[src/rtl/ac_sweep_sequencer.sv]
// AC sweep sequencer: steps the stimulus NCO through a list of frequency words,
// lets the filter settle, and reports the mean rectified ADC amplitude per point.
module ac_sweep_sequencer #(
    parameter int FW    = 24,
    parameter int AW    = 12,
    parameter int NLOG2 = 8,
    parameter int PW    = 10
) (
    input  logic          clk,
    input  logic          rst,
    input  logic          start,
    input  logic          abort,
    input  logic [FW-1:0] f_start,
    input  logic [FW-1:0] f_step,
    input  logic [PW-1:0] n_points,
    input  logic [15:0]   settle_cycles,
    output logic          busy,
    output logic [FW-1:0] nco_word,
    output logic          nco_load,
    input  logic          adc_valid,
    input  logic [AW-1:0] adc_data,
    output logic          res_valid,
    input  logic          res_ready,
    output logic [PW-1:0] res_index,
    output logic [FW-1:0] res_freq,
    output logic [AW-1:0] res_mag,
    output logic          done
);
    localparam int ACCW = AW + NLOG2;

    typedef enum logic [2:0] {
        S_IDLE   = 3'd0,
        S_LOAD   = 3'd1,
        S_SETTLE = 3'd2,
        S_ACQ    = 3'd3,
        S_REPORT = 3'd4,
        S_DONE   = 3'd5
    } state_t;

    state_t           r_state;
    logic [FW-1:0]    r_f_step;
    logic [FW-1:0]    r_freq;
    logic [PW-1:0]    r_n_points;
    logic [PW-1:0]    r_idx;
    logic [15:0]      r_settle;
    logic [15:0]      r_cnt;
    logic [ACCW-1:0]  r_acc;
    logic [NLOG2-1:0] r_nsamp;

    logic             r_busy;
    logic [FW-1:0]    r_nco_word;
    logic             r_nco_load;
    logic             r_res_valid;
    logic [PW-1:0]    r_res_index;
    logic [FW-1:0]    r_res_freq;
    logic [AW-1:0]    r_res_mag;
    logic             r_done;

    logic [AW-1:0]    w_mag;
    logic [ACCW-1:0]  w_acc_sum;
    logic [AW-1:0]    w_mean;
    logic             w_last_sample;
    logic             w_last_point;
    logic [FW-1:0]    w_freq_next;

    // Magnitude kept AW-bit unsigned so the most negative code maps to 2^(AW-1) exactly.
    function automatic logic [AW-1:0] abs_sample(input logic [AW-1:0] s);
        abs_sample = s[AW-1] ? (~s + {{(AW-1){1'b0}}, 1'b1}) : s;
    endfunction

    assign w_mag         = abs_sample(adc_data);
    assign w_acc_sum     = r_acc + {{NLOG2{1'b0}}, w_mag};
    assign w_mean        = w_acc_sum[ACCW-1:NLOG2];
    assign w_last_sample = (r_nsamp == {NLOG2{1'b1}});
    assign w_last_point  = (r_idx == (r_n_points - PW'(1)));
    assign w_freq_next   = r_freq + r_f_step;

    // Sweep FSM with all outputs registered alongside the state transitions.
    always_ff @(posedge clk or posedge rst) begin
        if (rst) begin
            r_state     <= S_IDLE;
            r_f_step    <= '0;
            r_freq      <= '0;
            r_n_points  <= '0;
            r_idx       <= '0;
            r_settle    <= 16'd0;
            r_cnt       <= 16'd0;
            r_acc       <= '0;
            r_nsamp     <= '0;
            r_busy      <= 1'b0;
            r_nco_word  <= '0;
            r_nco_load  <= 1'b0;
            r_res_valid <= 1'b0;
            r_res_index <= '0;
            r_res_freq  <= '0;
            r_res_mag   <= '0;
            r_done      <= 1'b0;
        end else begin
            r_nco_load <= 1'b0;
            r_done     <= 1'b0;
            if ((r_state != S_IDLE) && abort) begin
                r_state     <= S_IDLE;
                r_busy      <= 1'b0;
                r_res_valid <= 1'b0;
            end else begin
                case (r_state)
                    S_IDLE: begin
                        if (start) begin
                            r_f_step   <= f_step;
                            r_n_points <= n_points;
                            r_settle   <= settle_cycles;
                            r_freq     <= f_start;
                            r_idx      <= '0;
                            r_busy     <= 1'b1;
                            if (n_points == '0) begin
                                r_state <= S_DONE;
                                r_done  <= 1'b1;
                            end else begin
                                r_state    <= S_LOAD;
                                r_nco_word <= f_start;
                                r_nco_load <= 1'b1;
                            end
                        end
                    end
                    S_LOAD: begin
                        r_cnt   <= r_settle;
                        r_state <= S_SETTLE;
                    end
                    S_SETTLE: begin
                        if (r_cnt == 16'd0) begin
                            r_state <= S_ACQ;
                            r_acc   <= '0;
                            r_nsamp <= '0;
                        end else begin
                            r_cnt <= r_cnt - 16'd1;
                        end
                    end
                    S_ACQ: begin
                        if (adc_valid) begin
                            r_acc   <= w_acc_sum;
                            r_nsamp <= r_nsamp + NLOG2'(1);
                            if (w_last_sample) begin
                                r_res_mag   <= w_mean;
                                r_res_index <= r_idx;
                                r_res_freq  <= r_freq;
                                r_res_valid <= 1'b1;
                                r_state     <= S_REPORT;
                            end
                        end
                    end
                    S_REPORT: begin
                        if (res_ready) begin
                            r_res_valid <= 1'b0;
                            if (w_last_point) begin
                                r_state <= S_DONE;
                                r_done  <= 1'b1;
                            end else begin
                                r_idx      <= r_idx + PW'(1);
                                r_freq     <= w_freq_next;
                                r_nco_word <= w_freq_next;
                                r_nco_load <= 1'b1;
                                r_state    <= S_LOAD;
                            end
                        end
                    end
                    S_DONE: begin
                        r_state <= S_IDLE;
                        r_busy  <= 1'b0;
                    end
                    default: begin
                        r_state     <= S_IDLE;
                        r_busy      <= 1'b0;
                        r_res_valid <= 1'b0;
                    end
                endcase
            end
        end
    end

    assign busy      = r_busy;
    assign nco_word  = r_nco_word;
    assign nco_load  = r_nco_load;
    assign res_valid = r_res_valid;
    assign res_index = r_res_index;
    assign res_freq  = r_res_freq;
    assign res_mag   = r_res_mag;
    assign done      = r_done;

endmodule

[config.mk]
export PLATFORM = sky130hd
export DESIGN_NAME = ac_sweep_sequencer
export DESIGN_NICKNAME = d
export VERILOG_FILES = /design/src/rtl/ac_sweep_sequencer.sv
export SDC_FILE = /design/constraint.sdc
export NUM_CORES = 1
export LEC_CHECK = 0
export ABC_AREA = 1
export CORE_MARGIN = 8
export CORE_UTILIZATION = 57
export CTS_BUF_LIST = sky130_fd_sc_hd__clkbuf_4
export DETAILED_ROUTE_END_ITERATION = 10
export GPL_TIMING_DRIVEN = 1
export HOLD_SLACK_MARGIN = 0.12
export PLACE_DENSITY = 0.82
export SYNTH_ARGS = -nofsm -noshare
export SYNTH_HDL_FRONTEND = slang
export SYNTH_SLANG_ARGS = --single-unit
[constraint.sdc]
create_clock -name clk -period 8.1 [get_ports clk]
set_clock_uncertainty 0.15 [all_clocks]
set_input_delay 1.62 -clock clk [delete_from_list [all_inputs] [get_ports clk]]
set_output_delay 1.62 -clock clk [all_outputs]
set_load 0.01 [all_outputs]
==> impl_metrics.py <==
metrics = {
    "detailed_routing": {
        "ant_nets": 0,
        "wl_um": 34390,
        "drtIter0Drc": 919,
        "dr_total_vias": 11740,
        "route.detailed.drc": 0,
        "via_per_inst": 5.396,
        "wire_per_inst_um": 15.80,
        "first_pass_iters": 5,
    },
    "setup_path": {
        "ff2ff_path_depth": 8,
        "r2r-start": "r_state[0]$_DFFE_PP0P_",
        "required_ps": 8520,
        "r2r_slack_ps": 4470,
        "cp-start-kind": "input pin",
        "worstReg2RegEnd": "r_cnt[15]$_DFFE_PP0P_",
        "end_kind": "flip-flop",
        "cp_data_arrival_time_ps": 4570,
        "path_class": "in2reg",
        "crit_fanout": 6,
    },
    "finish": {
        "utilization_pct": 69.26,
        "multi_input_area_mm2": 0.006148,
        "regArea_mm2": 0.005130,
        "nNetsFinal": 2003,
        "layout-drive-gt1-share_pct": 6.372,
        "syn2layout_area_growth_pct": 19.64,
        "fill_cells": 1840,
    },
    "min_path": {
        "holdPathEnd": "r_settle[0]$_DFFE_PP0P_",
        "hold_class": "reg2reg",
        "hold_start": "r_settle[0]$_DFFE_PP0P_",
        "min_path_cells": 2,
    },
    "floorplanning": {
        "die_w_um": 162.1,
        "rows": 53,
        "core_area_mm2": 0.02102,
        "pin_count": 166,
        "initial_core_util_pct": 57.89,
        "die-area_mm2": 0.02628,
        "die_y_um": 162.1,
    },
    "power_and_ir_drop": {
        "intPower_w": 0.002717,
        "switching_share_pct": 47.11,
        "power.net_switching_w": 0.002420,
        "power.leakage_nw": 7.557,
        "ir_worst_vdd_mv": 0.3217,
        "powerDensity_mw_per_mm2": 352.8,
        "p_seq_share_pct": 31.9,
        "p_clk_share_pct": 16.9,
        "combPwrFrac_pct": 51.3,
    },
    "placed_design": {
        "io_buffers": 165,
        "gp_congestion": 0.9402,
        "hpwl_um": 24400,
    },
    "synthesis": {
        "synth_flop_cell": "dfrtp_1",
        "syn_nets": 1834,
        "synth_cells": 1697,
        "synthSimpleGateAreaFrac_pct": 35.74,
        "syn_area_mm2": 0.01217,
        "yosysMostFrequentCell": "nand2_1",
        "yosysTopAreaCell": "dfrtp_1",
        "ys_top_cells_by_area": "dfrtp_1 42%, nand2_1 22%, inv_1 4.6%",
        "synth_top_family_by_area": "simple AND/OR/NAND/NOR gates",
        "avgSynthCellArea_um2": 7.171,
        "synth_xor_area_share_pct": 3.167,
        "muxShareOfSynthArea_pct": 0.08225,
        "synthAdderAreaFrac_pct": 4.750,
        "synth-warning-count": 0,
        "seq_area_frac_synth_pct": 42.16,
        "yosys_register_bits": 205,
        "synthTopCellsByCount": "712 x nand2_1, 205 x dfrtp_1, 149 x inv_1",
        "synthArstFlopShare_pct": 100.0,
        "netlist.area_leader.share_pct": 42.16,
        "synth_compound_area_share_pct": 6.765,
        "synth-edff-count": 0,
        "ys_types": 46,
    },
    "timing": {
        "rsz0062_at_grt": "no",
        "min_period_ps": 4155,
        "clock.fmax_mhz": 240.7,
        "maxSlewViolCount": 0,
        "final.period_utilization_pct": 51.30,
        "setup_violations": 0,
        "setup_tns_ps": 0,
        "relSlewSlack_pct": 16.58,
        "hold_viol": 0,
        "fin_worst_hold_slack_ps": 318.9,
        "worstMarginPinSlew_ps": 1250,
    },
    "clock_network": {
        "numCtsBuffers": 53,
        "post_cts_resize_count": 0,
        "cts_buffer_depth": 3,
        "cts_tree": "built",
        "cts.htree.levels": 2,
        "clkLatencyLatePin_ps": 700,
        "post_cts_buffers": 0,
        "clk_pin_slew_worst_paths_ps": 70,
        "hold_buffers": 0,
        "clockRootBuffer": "clkbuf_4",
        "cts.sinks": 205,
    },
    "grt": {
        "grt_max_degree": 132,
        "grt_pass1_vias": 11290,
        "grt_usage_pct": 26.01,
        "grt_overflow_total": 0,
        "antenna_found_initial": 2,
        "grt_pass1_wl_um": 56410,
    },
    "job": {
        "drv_cap": 0,
    },
    "outcome": {
        "status": "complete, no violations",
    },
}
## power groups by stage
stage                     clock [W]  sequential (W)  combinational [W]
after CTS                  0.000883         0.00163            0.00261
after detailed placement          0         0.00164            0.00260
after floorplan                   0         0.00160            0.00191
final                      0.000866         0.00164            0.00263
after global placement            0         0.00163            0.00253
after global routing       0.000943         0.00167            0.00297
## kinds of logic (layout without fill, tap and decap cells)
logic type,count (synthesis),count (layout)
compound gates,149,149
xor+xnor,44,44
fa+ha+maj,45,45
buf+inv,218,420
flops,205,205
mux,1,1
other cells,0,2
simple gates,1035,1035
## layout make-up
class	count	area share [%]
Antenna cell	2	0.03438
Clock buffer	77	3.970
Clock inverter	11	0.3609
Inverter	163	4.254
Multi-Input combinational cell	1274	42.23
Sequential cell	205	35.24
Tap cell	275	2.363
Timing Repair Buffer	169	11.55
## worst max-delay path, stage by stage
cell,delay [ps]
clkdlybuf4s50_1,450
nor2_1,150
inv_1,50
nor2_1,110
inv_1,60
nor3_1,210
inv_1,90
nor3_1,130
nor2_1,70
xor2_1,140
ha_1,340
a21oi_1,240
o21ai_0,160
a21oi_1,150
nand2_1,150
or2_2,320
nand3_1,80
nand2_1,50
## worst max path at each step
stage	from	end	slack, ps	depth (start not counted)
after floorplan	rst	busy$_DFFE_PP0P_	730	1
after global placement	adc_data[3]	r_acc[15]$_DFFE_PP0P_	3380	18
after detailed placement	adc_data[3]	r_acc[15]$_DFFE_PP0P_	3290	18
after CTS	adc_data[3]	r_acc[15]$_DFFE_PP0P_	4010	18
after global routing	adc_data[3]	res_mag[7]$_DFFE_PP0P_	3580	18
final	adc_data[3]	res_mag[7]$_DFFE_PP0P_	3940	18
## metrics by stage
stage | std cells | total power [W] | worst slack [ps] | instance area, um^2
after global placement | 2086 | 0.004164 | 3379 | 13920
final | 2176 | 0.005137 | 3945 | 14560
after global routing | 2176 | 0.005580 | 3583 | 14560
after floorplan | 1697 | 0.003505 | 734.2 | 12170
after CTS | 2174 | 0.005125 | 4006 | 14550
after detailed placement | 2086 | 0.004243 | 3287 | 13920
## cell usage in the layout, fill, tap and decap left out, drive strengths merged, types with 14 or more instances in the layout
master         instances
a21oi                 45
clkbuf                77
clkdlybuf4s50        165
dfrtp                205
ha                    43
inv                  160
nand2                716
nand3                112
nand3b                14
nand4                 51
nor2                 110
nor3                  15
o21ai                 73
xnor2                 22
xor2                  22
## registers in the layout, summed over array words and instances, names as in the netlist
| name | cells |
|---|---|
| r_idx | 10 |
| busy | 1 |
| res_mag | 12 |
| r_nsamp | 8 |
| r_n_points | 10 |
| r_cnt | 16 |
| r_f_step | 24 |
| r_settle | 16 |
| r_state | 3 |
| done | 1 |
| res_valid | 1 |
| res_freq | 24 |
| nco_load | 1 |
| r_freq | 24 |
| r_acc | 20 |
| res_index | 10 |
| nco_word | 24 |
## metal layers
layer / part of all wire (%) / vias up / routed length, um / GRT usage, %
li1: - / 5785 / - / -
met4: 2.1 / 0 / 717 / 8.291
met5: 0 / - / 0 / 0
met3: 8.0 / 60 / 2748 / 5.391
met2: 44 / 467 / 15240 / 39.43
met1: 46 / 5430 / 15680 / 36.66
(Power assumes the default switching activity.)
==> variant 1, RTL diff (same settings) <==
The parameter `NLOG2` goes from 8 to 9.
--- a/src/rtl/ac_sweep_sequencer.sv
+++ b/src/rtl/ac_sweep_sequencer.sv
@@ -5,3 +5,3 @@
     parameter int AW    = 12,
-    parameter int NLOG2 = 8,
+    parameter int NLOG2 = 9,
     parameter int PW    = 10
Formal check against the unedited RTL: no difference found for any inputs over 4 cycles, from zero or initial values and one cycle with rst high; that may be too few to reach the edited logic, so the function may still have changed.
==> variant 1 against the original RTL <==
Sequential cell count is 2 higher; synthesized area is 1.5% higher; first-iteration DRC count is 19% higher; total power is 3.1% higher; worst setup slack worse by 330 ps; non-clock buffer count is 2 higher; utilization is 0.63 points lower; cell area is 1.6% higher; die area is 1.3% higher; wire length is 4.0% higher; synthesized cell count is 1.3% higher; largest cell class unchanged; highest routed layer unchanged.
==> variant 1: results (changes against the original RTL) <==
INFO  metric cp_max_fo = 7 (+1)
INFO  metric drc_marker_count_from_the_first_detailed_route_iteration = 1093 (+19%)
INFO  metric post_cts.repair.setup_buffers = 0 (unchanged)
INFO  metric yosysWarningCount = 0 (unchanged)
INFO  metric grt.total_usage = 0.273 (+0.0127)
INFO  metric leakage = 7.76 nW (+2.7%)
INFO  metric first_pass_grt_wire_length = 59200 um (+5.0%)
INFO  metric min_path_cells = 2 (unchanged)
INFO  metric clock_latency = just under 700 ps
INFO  metric worstRegToRegCells = 10 (+2)
INFO  metric yosysUniqueCellTypes = 45 (-2.2%)
INFO  metric routed_wl = 35800 um (+4.0%)
INFO  metric synthesized_net_count = 1859 (+1.4%)
INFO  metric yosysSeqAreaShare = 0.420 (-0.00201)
INFO  metric ctsHtreeMaxLevel = 2 (unchanged)
INFO  metric slew_headroom = 0.304 (+0.138)
INFO  metric holdCritPathClass = reg2reg
INFO  metric detailed_routing_iterations_pass_1 = 5 (unchanged)
INFO  metric final_nets = 2029 (+1.3%)
INFO  metric synth_top_cells_by_area = sky130_fd_sc_hd__dfrtp_1, sky130_fd_sc_hd__nand2_1, sky130_fd_sc_hd__inv_1
INFO  metric max-clock-path-buffers = 3 (unchanged)
INFO  metric place.port_buffers = 165 (unchanged)
INFO  metric list_of_most_frequent_post_synthesis_cells = sky130_fd_sc_hd__nand2_1, sky130_fd_sc_hd__dfrtp_1, sky130_fd_sc_hd__inv_1, sky130_fd_sc_hd__nand3_1, sky130_fd_sc_hd__nor2_1
INFO  metric crit_path_top_delay_cell = sky130_fd_sc_hd__o21ai_1
INFO  metric pin_count_of_the_biggest_net_entering_global_routing = 143 (+8.3%)
INFO  metric place.gp.congestion = 0.970 (+3.1%)
INFO  metric outcome = complete, no violations
INFO  metric num-fill-cells = 1896 (+3.0%)
INFO  metric ys_async_sr_fraction = 1.00 (unchanged)
INFO  metric peakVddDrop = 0.183 mV (-43%)
INFO  metric clk_root_buffer_cell = sky130_fd_sc_hd__clkbuf_4
INFO  metric cts-buffers-inserted = 54 (+1.9%)
INFO  metric num_vias = 12.0k (+2.0%)
INFO  metric postCtsResizedCells = 0 (unchanged)
INFO  metric place.detailed.hpwl = 26100 um (+7.0%)
INFO  metric worst_path_arrival = 4940 ps (+370 ps)
INFO  metric post_dp_cell_area = 0.0141 mm^2 (+1.2%)
INFO  metric synth_ff_type = sky130_fd_sc_hd__dfrtp_1
INFO  metric antenna_found_initial = 1 (-1)
INFO  metric timing.critical_path.slowest_cell_delay = ~460 ps
INFO  metric clk_pin_slew = 60 ps
INFO  metric layout_cells_sized_above_1 = 0.0684 (+0.00464)
[variant 1: changes by cell type after synthesis, sizes merged, moves of 6 or more]
cell,delta
inv,+21
o21ai,+14
a21oi,-11
nor2,-6
buf,+7
[variant 1: final cells by class]
type | instances | share of cell area
clock buffer | 78 | 0.0396
inverter | 182 | 0.0469
timing repair buffer | 171 | 0.115
multi-input combinational | 1273 | 0.418
antenna | 1 | 0.000169
clock inverter | 20 | 0.00711
sequential | 207 | 0.350
tap | 280 | 0.0237
[variant 1: final timing paths]
check                                  start      endpoint  slack [ps]
max in group asynchronous                rst  res_freq[18]        5000
worst min register to register  nco_word[16]  nco_word[16]         320
min in group asynchronous                rst      r_acc[0]        1350
worst min-delay path            nco_word[16]  nco_word[16]         320
worst max-delay path             adc_data[0]     r_acc[17]        3610
worst max register to register    r_state[0]     r_freq[2]        4660
[variant 1: report_power, final]
| group | total (mW) | internal, mW | switching, mW | leakage (nW) |
|---|---|---|---|---|
| clock network | 0.920 | 0.475 | 0.445 | 0.415 |
| logic | 2.72 | 0.923 | 1.80 | 4.65 |
| registers | 1.65 | 1.37 | 0.281 | 2.69 |
[variant 1: metal layers]
layer / vias up / global-route usage / wire (um)
met5: - / 0 / 0
met4: 0 / 0.0892 / 825
met3: 61 / 0.0537 / 2790
met2: 473 / 0.447 / 16800
met1: 5586 / 0.357 / 15400
li1: 5853 / - / -
[variant 1: per-stage QoR]
stage,utilization,std cells,hold slack [ps],setup WS [ps]
2_1_floorplan,-,1719,287,678
3_5_place_dp,0.654,2113,308,2940
6_report,0.686,2212,323,3610
5_1_grt,0.686,2212,345,3190
3_3_place_gp,0.654,2113,301,3120
4_1_cts,0.686,2211,325,3650
[variant 1: logic make-up after synthesis]
logic type | Yosys count | synth area share
compound gates | 157 | 0.0701
xor+xnor | 41 | 0.0291
fa+ha+maj | 48 | 0.0499
buf+inv | 239 | 0.0812
flops | 207 | 0.420
simple gates | 1027 | 0.350
[variant 1: worst max-delay path: cells and delay by family]
kind                       cells  cell delay [ps]
AOI/OAI and AO/OA              3              810
xor gates and xnor gates       2              360
buffers and inverters          3              580
and+or+nand+nor                9             1100
adders and majority gates      2              480
==> variant 2, RTL diff (config.mk and constraints unchanged) <==
Without the edit above. The 6 states of `state_t` get a one-hot encoding in 6 bits.
--- a/src/rtl/ac_sweep_sequencer.sv
+++ b/src/rtl/ac_sweep_sequencer.sv
@@ -30,9 +30,9 @@
 
-    typedef enum logic [2:0] {
-        S_IDLE   = 3'd0,
-        S_LOAD   = 3'd1,
-        S_SETTLE = 3'd2,
-        S_ACQ    = 3'd3,
-        S_REPORT = 3'd4,
-        S_DONE   = 3'd5
+    typedef enum logic [5:0] {
+        S_IDLE   = 6'b000001,
+        S_LOAD   = 6'b000010,
+        S_SETTLE = 6'b000100,
+        S_ACQ    = 6'b001000,
+        S_REPORT = 6'b010000,
+        S_DONE   = 6'b100000
     } state_t;
Formal check against the unedited RTL: no difference found for any inputs over 4 cycles, from zero or initial values and one cycle with rst high; so few cycles prove little.
==> variant 2 against the original RTL <==
Synthesized area is 1.1% higher; worst setup slack worse by 650 ps; cell area increased by 1.5%; total power shrank 6.7%; sequential cell count grew 3; die area rose by 1.0%; wire length up 4.1%; count of clock-buffer cells in the layout grew 4.
==> variant 2: results (changes against the original RTL) <==
INFO  metric outcome = complete, no violations
INFO  metric synthesized_net_count = 1865 (+1.7%)
INFO  metric routed_wl = 35800 um (+4.1%)
INFO  metric clock_latency = 680 ps (-20 ps)
INFO  metric power.internal = 2.66 mW (-2.1%)
INFO  metric cp_max_fo = 41 (+35)
INFO  metric met1_length = 15600 um (-0.20%)
INFO  metric post_cts.repair.setup_buffers = 0 (unchanged)
INFO  metric share_comb_of_total_power = 0.474 (-0.039)
INFO  metric met2_layer_wire_length_in_the_routed_design = 16700 um (+9.4%)
INFO  metric comb-power = 2.27 mW (-14%)
INFO  metric drc_marker_count_from_the_first_detailed_route_iteration = 1038 (+13%)
INFO  metric place.gp.congestion = 0.926 (-1.5%)
INFO  metric cts-buffers-inserted = 54 (+1.9%)
INFO  metric timing.critical_path.slowest_cell_delay = 950 ps (+500 ps)
INFO  metric worst_path_arrival = 5190 ps (+620 ps)
INFO  metric grt.total_usage = 0.266 (+0.00586)
INFO  metric layout_cells_sized_above_1 = 0.0615 (-0.00225)
INFO  metric detailed_routing_iterations_pass_1 = 5 (unchanged)
INFO  metric yosysSeqAreaShare = 0.423 (+0.00149)
INFO  metric peakVddDrop = 0.197 mV (-39%)
INFO  metric synthesis.area_per_instance = 7.12 um^2 (-0.68%)
INFO  metric crit_path_top_delay_cell = sky130_fd_sc_hd__inv_2
INFO  metric num-fill-cells = 1835 (-0.27%)
INFO  metric final_nets = 2042 (+1.9%)
INFO  metric clk_pin_slew = approximately 60 ps
INFO  metric synth_top_cells_by_area = sky130_fd_sc_hd__dfrtp_1, sky130_fd_sc_hd__nand2_1, sky130_fd_sc_hd__inv_1
INFO  metric pin_count_of_the_biggest_net_entering_global_routing = 139 (+5.3%)
INFO  metric number_of_non_filler_instances_in_the_completed_layout = 2213 (+1.7%)
INFO  metric dr_wl_met3 = 2580 um (-6.0%)
INFO  metric leakage = 7.76 nW (+2.7%)
INFO  metric slew_headroom = 0.252 (+0.0860)
INFO  metric list_of_most_frequent_post_synthesis_cells = sky130_fd_sc_hd__nand2_1, sky130_fd_sc_hd__dfrtp_1, sky130_fd_sc_hd__inv_1, sky130_fd_sc_hd__nor2_1, sky130_fd_sc_hd__nand3_1
INFO  metric dpl.cell_count = 2124 (+1.8%)
INFO  metric pwr-share-clk = 0.190 (+0.021)
INFO  metric yosysUniqueCellTypes = 51 (+11%)
[variant 2: cell type report]
cell class	count	area, um^2	area share
sequential	208	5210	0.352
antenna	2	5.00	0.000339
multi-input combinational	1287	6170	0.417
inverter	182	693	0.0469
tap	275	344	0.0233
clock inverter	6	52.6	0.00356
clock buffer	81	608	0.0411
timing repair buffer	172	1700	0.115
[variant 2: worst min-delay path, stage by stage, from the launching register on]
cell and delay [ps]:
sky130_fd_sc_hd__dfrtp_1 350, sky130_fd_sc_hd__nand2_1 50, sky130_fd_sc_hd__nand2_1 40
[variant 2: kinds of logic (layout without fill, tap and decap cells)]
logic type,count (synthesis),count (layout),share of synthesized area
simple gates,1049,1049,0.355
other cells,0,2,0
xor+xnor,41,41,0.0292
compound gates,152,152,0.0698
fa+ha+maj,45,45,0.0470
buf+inv,233,441,0.0758
flops,208,208,0.423
[variant 2: path summary, 6_finish.rpt]
check | depth (start not counted) | slack [ps] | start | to
max | 8 | 3290 | r_state[0] | r_freq[1]
min | 2 | 330 | nco_word[12] | nco_word[12]
max reg2reg | 8 | 3290 | r_state[0] | r_freq[1]
min reg2reg | 2 | 330 | nco_word[12] | nco_word[12]
max in group asynchronous | 3 | 4930 | rst | r_f_step[12]
min in group asynchronous | 2 | 1380 | rst | r_acc[0]
[variant 2: metal layers]
layer / GRT usage / vias up
met1: 0.351 / 5550
li1: - / 5869
met5: 0 / -
met2: 0.429 / 473
met4: 0.103 / 0
met3: 0.0480 / 80
[variant 2: stage by stage]
stage	cell area (um^2)	setup slack, ps
floorplan	12300	651
global placement	14100	3290
detailed placement	14100	3170
CTS	14800	3400
global route	14800	3040
finish	14800	3290
